[src/rtl/ucsbece154b_fifo_pkg.sv]
// rtl/ucsbece154b_fifo_pkg.sv - width helpers and parameter check for the FWFT FIFO

// Elaboration-time guard on depth and almost-full threshold.
`define UCSBECE154B_FIFO_CHECK_PARAMS(NR, AF) \
  if (((NR) < 2) || ((AF) < 1) || ((AF) > (NR))) begin : g_param_err \
    $error("ucsbece154b_fifo: NR_ENTRIES must be >= 2 and AF_THRESH in 1..NR_ENTRIES"); \
  end

package ucsbece154b_fifo_pkg;

  // Pointer width: enough bits to index n slots, never less than one.
  function automatic int ptr_w(input int n);
    return (n > 2) ? $clog2(n) : 1;
  endfunction

  // Count width: must represent 0..n inclusive.
  function automatic int cnt_w(input int n);
    return $clog2(n + 1);
  endfunction

endpackage

[src/rtl/ucsbece154b_fifo_ptr.sv]
// rtl/ucsbece154b_fifo_ptr.sv - wrapping pointer register for any depth

module ucsbece154b_fifo_ptr
  import ucsbece154b_fifo_pkg::*;
#(
  parameter int DEPTH = 4
) (
  input  logic                      clk_i,
  input  logic                      clr_i,
  input  logic                      inc_i,
  output logic [ptr_w(DEPTH)-1:0]   ptr_o
);

  localparam int PW = ptr_w(DEPTH);

  logic [PW-1:0] ptr_q, ptr_d;

  // Explicit wrap at DEPTH-1 so non-power-of-two depths work.
  always_comb begin
    ptr_d = ptr_q;
    if (inc_i) begin
      ptr_d = (ptr_q == PW'(DEPTH - 1)) ? '0 : ptr_q + 1'b1;
    end
  end

  // Pointer register; clear (reset or flush) wins over increment.
  always_ff @(posedge clk_i) begin
    if (clr_i) ptr_q <= '0;
    else       ptr_q <= ptr_d;
  end

  assign ptr_o = ptr_q;

endmodule

[src/rtl/ucsbece154b_fifo_fwft.sv]
// rtl/ucsbece154b_fifo_fwft.sv - parametrised FWFT FIFO; optional UCSBECE154B_FIFO_BYPASS_EN empty-queue bypass

module ucsbece154b_fifo_fwft
  import ucsbece154b_fifo_pkg::*;
#(
  parameter int DATA_WIDTH = 32,
  parameter int NR_ENTRIES = 4,
  parameter int AF_THRESH  = NR_ENTRIES - 1
) (
  input  logic                          clk_i,
  input  logic                          rst_i,
  input  logic                          flush_i,
  input  logic [DATA_WIDTH-1:0]         data_i,
  input  logic                          push_i,
  output logic [DATA_WIDTH-1:0]         data_o,
  input  logic                          pop_i,
  output logic                          valid_o,
  output logic                          full_o,
  output logic                          almost_full_o,
  output logic [cnt_w(NR_ENTRIES)-1:0]  count_o
);

  localparam int PW = ptr_w(NR_ENTRIES);
  localparam int CW = cnt_w(NR_ENTRIES);

  `UCSBECE154B_FIFO_CHECK_PARAMS(NR_ENTRIES, AF_THRESH)

  logic [DATA_WIDTH-1:0] mem_q [NR_ENTRIES];
  logic [CW-1:0]         count_q, count_d;
  logic [PW-1:0]         head_ptr, tail_ptr;
  logic                  clr, non_empty, full;
  logic                  valid, pop_acc, push_acc, pop_eff, push_eff;
  logic                  byp_consume;

  assign clr       = rst_i | flush_i;
  assign non_empty = (count_q != '0);
  assign full      = (count_q == CW'(NR_ENTRIES));

`ifdef UCSBECE154B_FIFO_BYPASS_EN
  logic byp_show;
  // An empty queue forwards the incoming word so it can be consumed this cycle.
  assign byp_show    = ~non_empty & push_i & ~clr;
  assign valid       = non_empty | byp_show;
  assign byp_consume = byp_show & pop_i;
  assign data_o      = byp_show ? data_i : (non_empty ? mem_q[head_ptr] : '0);
`else
  assign valid       = non_empty;
  assign byp_consume = 1'b0;
  assign data_o      = non_empty ? mem_q[head_ptr] : '0;
`endif

  assign pop_acc  = pop_i & valid;
  assign push_acc = push_i & (~full | pop_acc);

  // A bypass-consumed word never touches storage, pointers or count.
  assign pop_eff  = pop_acc  & ~byp_consume & ~clr;
  assign push_eff = push_acc & ~byp_consume & ~clr;

  assign valid_o       = valid;
  assign full_o        = full;
  assign almost_full_o = (count_q >= CW'(AF_THRESH));
  assign count_o       = count_q;

  ucsbece154b_fifo_ptr #(.DEPTH(NR_ENTRIES)) u_head (
    .clk_i (clk_i),
    .clr_i (clr),
    .inc_i (pop_eff),
    .ptr_o (head_ptr)
  );

  ucsbece154b_fifo_ptr #(.DEPTH(NR_ENTRIES)) u_tail (
    .clk_i (clk_i),
    .clr_i (clr),
    .inc_i (push_eff),
    .ptr_o (tail_ptr)
  );

  // Occupancy next-state: flush clears, push/pop move by one, both together hold.
  always_comb begin
    count_d = count_q;
    if (flush_i) begin
      count_d = '0;
    end else if (push_eff & ~pop_eff) begin
      count_d = count_q + 1'b1;
    end else if (pop_eff & ~push_eff) begin
      count_d = count_q - 1'b1;
    end
  end

  // Occupancy register with synchronous reset.
  always_ff @(posedge clk_i) begin
    if (rst_i) count_q <= '0;
    else       count_q <= count_d;
  end

  // Storage write at the tail; contents are not cleared by reset or flush.
  always_ff @(posedge clk_i) begin
    if (push_eff) mem_q[tail_ptr] <= data_i;
  end

endmodule

[config.mk]
export PLATFORM = sky130hd
export DESIGN_NAME = ucsbece154b_fifo_fwft
export DESIGN_NICKNAME = d
export VERILOG_FILES = /design/src/rtl/ucsbece154b_fifo_pkg.sv /design/src/rtl/ucsbece154b_fifo_ptr.sv /design/src/rtl/ucsbece154b_fifo_fwft.sv
export SDC_FILE = /design/constraint.sdc
export NUM_CORES = 1
export LEC_CHECK = 0
export BUFFER_PORTS_ARGS = -buffer_cell sky130_fd_sc_hd__buf_2
export CAP_MARGIN = 10
export CORE_MARGIN = 2
export CORE_UTILIZATION = 55
export DETAILED_ROUTE_END_ITERATION = 7
export PLACE_DENSITY = 0.83
export SLEW_MARGIN = 0
export SYNTH_ARGS = -nofsm -noshare
export SYNTH_HDL_FRONTEND = slang
export SYNTH_SLANG_ARGS = --single-unit
[constraint.sdc]
create_clock -name clk_i -period 3.05 [get_ports clk_i]
set_clock_uncertainty 0.1 [all_clocks]
set_input_delay 0.305 -clock clk_i [delete_from_list [all_inputs] [get_ports clk_i]]
set_output_delay 0.305 -clock clk_i [all_outputs]
set_load 0.1 [all_outputs]
==> summary.txt <==
Floorplanning
  • Core footprint: 9330 um^2
  • Chip Width: 103 um
  • Initial Util: 0.573
  • Die area: 10,500 um^2
  • Std-Cell Rows: 35
  • Die Ht: 103 um
  • # IOs: 75

Finish
  • Post-Layout Inst Area: 6840 um^2
  • Syn-to-layout area delta: 28.0%
  • Fin nets: 426
  • Share of layout cells above drive strength 1: 0.420
  • FILL cells: 560
  • # diodes: 0

Yosys
  • FFs w/ async S/R, synth: 0
  • Count of flip-flops with a built-in enable after synthesis: 128
  • Netlist Area Pre-Place: 5340 um^2
  • Avg Synthesized Cell Area: 21.0 um^2
  • Yosys warns: 0
  • Syn nets: 299
  • Ys flop type: edfxtp_1
  • Syn Inst Count: 255
  • #FFs+latches synth: 137
  • Register area share after synthesis: 0.753
  • Unique cell type count in the Yosys netlist: 28

Clock tree
  • Clk root buf: clkbuf_8
  • CTS Buf Count: 17
  • Resized cells post-CTS: 0
  • Clock Path Buffers: 2
  • CTS tree: yes
  • Postcts setup bufs: 0
  • Hold_buf cts: 33
  • Clk slew on worst S/H paths: 60 ps
  • Worst-skew pair later-pin latency: 510 ps
  • CTS Sinks: 137
  • Htree depth: 4

Worst setup path
  • Cells along the critical path: buf_4, mux4_2, and2_1, buf_2
  • Crit path max-delay family: flip-flops
  • CP max FO: 20
  • R2R Path Start: count_o[1]
  • WS Path Type: flop to output port
  • Data arrival, critical path: 2320 ps
  • Req. time, crit path: 2640 ps
  • Buf+Inv Stages, Crit Path: 2
  • Crit end category: output port
  • Critical path startpoint category: flop
  • Slowest stage cell on the critical path: dfxtp_2
  • CP max stage delay: 660 ps

Timing
  • Fin. Hold Viols: 0
  • Finish-stage setup viols: 0
  • Max-slew violation total from the final report: 0
  • Final worst path period share: 0.892
  • Measured slew at the worst slew-check pin: 540 ps
  • Normalized max-slew margin: 0.640
  • TNS Setup: 0 ps
  • RSZ-0062 raised after global routing: no
  • Minimum clock period: 2720 ps
  • Max Freq: 0.368 GHz

Global routing
  • GRT Overall Usage: 0.203
  • Antenna violations before repair: 0
  • GRT met2 Usage: 0.351
  • First-pass GRT wire length: 15,100 um
  • Total gr overflow: 0
  • Met1 GRT Util: 0.249
  • Most used routing layer: met2
  • Met3 GRT Util: 0.0495
  • Vias in the first global route: 2,970
  • Largest net degree at the start of global routing: 34

Routing
  • Vias: 2,808
  • Initial DRC Count: 110
  • Via/cell ratio: 5.36
  • WL final: 9850 um
  • Pre-antenna DRT Iters: 4
  • Routed WL per cell: 18.8 um
  • ANT nets after route: 0
  • Post-route DRC: 0

Placed design
  • IO Port Bufs: 74
  • DP HPWL: 5940 um
  • Final Wtd Congestion: 0.722
  • DP Area: 5910 um^2

Pwr
  • Max IR drop VDD: 0.385 mV
  • Net Sw Frac: 0.226
  • Power Internal: 3420 uW
  • Combinational Power Share: 0.075
  • Power per Cell Area: 647 nW/um^2
  • Switching pwr: 1000 uW
  • Sequential share of power: 0.471
  • Leak: 0.00247 uW
  • Clk pwr share: 0.454

Job
  • Total of max-cap violations: 0

Hold path
  • Hold Crit Class: input pin to flop
  • Hold path startpoint: rst_i

Run status
  • Outcome: complete, no violations
-- stage by stage --
| step | total power, uW | hold slack (ps) | worst slack [ps] | instances | util |
|---|---|---|---|---|---|
| floorplan | 2340 | 304 | 39.9 | 255 | - |
| global placement | 2410 | 373 | 713 | 459 | 0.634 |
| detailed placement | 2420 | 401 | 635 | 459 | 0.634 |
| CTS | 4450 | 42.3 | 271 | 524 | 0.733 |
| global route | 4550 | 74.4 | 223 | 524 | 0.733 |
| finish | 4420 | 64.5 | 329 | 524 | 0.733 |
-- worst register-to-register path: stages (launching register included) --
cell and delay [ps]:
dfxtp_2 370, or4b_4 590, and3_4 220, ha_1 200, inv_1 70, fa_1 170
xor2_1 70, or3_1 310, a21oi_1 150
-- synthesized netlist by cell type (all sizes together) (2+ instances only) --
| library cell | instances | area share |
|---|---|---|
| nand3 | 2 | 0.0019 |
| nor2 | 4 | 0.0028 |
| and2 | 37 | 0.044 |
| nand2 | 2 | 0.0014 |
| inv | 3 | 0.0021 |
| buf | 7 | 0.0098 |
| o31ai | 3 | 0.0061 |
| mux4 | 32 | 0.13 |
| ha | 6 | 0.014 |
| clkbuf | 4 | 0.0028 |
| dfxtp | 9 | 0.034 |
| edfxtp | 128 | 0.72 |
| xor2 | 2 | 0.0033 |
| o21ai | 2 | 0.0019 |
| a21oi | 2 | 0.0019 |
| nand4 | 2 | 0.0023 |
| or3 | 3 | 0.0035 |
-- registers in the layout, summed over array words and instances, names as in the netlist, named ones only --
register / flops
mem_q: 128
count_o: 3
u_head.ptr_o: 2
u_tail.ptr_o: 2
-- power by group through the flow --
stage,sequential [uW],combinational (uW),clock (uW)
4_1_cts,2080,332,2030
3_5_place_dp,2120,297,0
5_1_grt,2080,349,2110
6_report,2080,330,2010
2_1_floorplan,2130,212,0
3_3_place_gp,2120,292,0
-- placed cells by master, fill, tap and decap left out --
master         Yosys  routed
a21o_2             1       1
a21oi_1            2       2
and2_1            36      32
and2_2             0       4
and2_4             1       1
and3_4             1       1
buf_2              3      74
buf_4              0      12
bufinv_16          0       3
clkbuf_1           4       1
clkbuf_16          0      16
clkbuf_8           0       1
clkinv_2           0       2
clkinv_4           0       5
clkinvlp_4         0       3
dfxtp_1            9       4
dfxtp_2            0       5
dlygate4sd3_1      0      33
edfxtp_1         128     128
fa_1               1       1
ha_1               6       6
inv_1              3       3
inv_6              0       1
mux2i_1            1       1
mux4_2            32      32
nand2_1            2       2
nand3_1            2       2
nand4_1            2       2
nor2_1             4       4
nor3b_2            0       1
o21ai_0            2       2
o31ai_1            1       1
o31ai_2            2       2
or2_2              1       1
or3_1              3       3
or4b_4             1       1
xor2_1             2       2
-- routing by layer --
metal,wire length (um),up-vias
met3,525,6
li1,-,1282
met1,4100,1421
met5,0,-
met2,5160,99
met4,68,0
-- path summary, 6_finish.rpt --
kind	end	slack [ps]	cells after the start
hold reg to reg	flop	400	2
hold / removal	count_o[2]	60	3
setup / recovery	data_o[31]	330	4
setup reg to reg	count_o[2]	730	8
-- cells by family after synthesis --
family          count (synthesis)  share of synthesized area
mux                            33                      0.137
buf+inv                        14                     0.0147
simple gates                   54                     0.0630
xor+xnor                        2                    0.00328
fa+ha+maj                       7                     0.0178
compound gates                  8                     0.0115
flops                         137                      0.753
-- cell type report --
cell class,instances,area (um^2),area share
inverters,3,11.3,0.00165
clock inverters,14,175,0.0256
well taps,129,161,0.0236
multi-input cells,104,1250,0.183
repair buffers,119,791,0.116
clock buffers,18,418,0.0611
flip-flops and latches,137,4030,0.589
No activity file was read; power rests on OpenSTA's default activity.
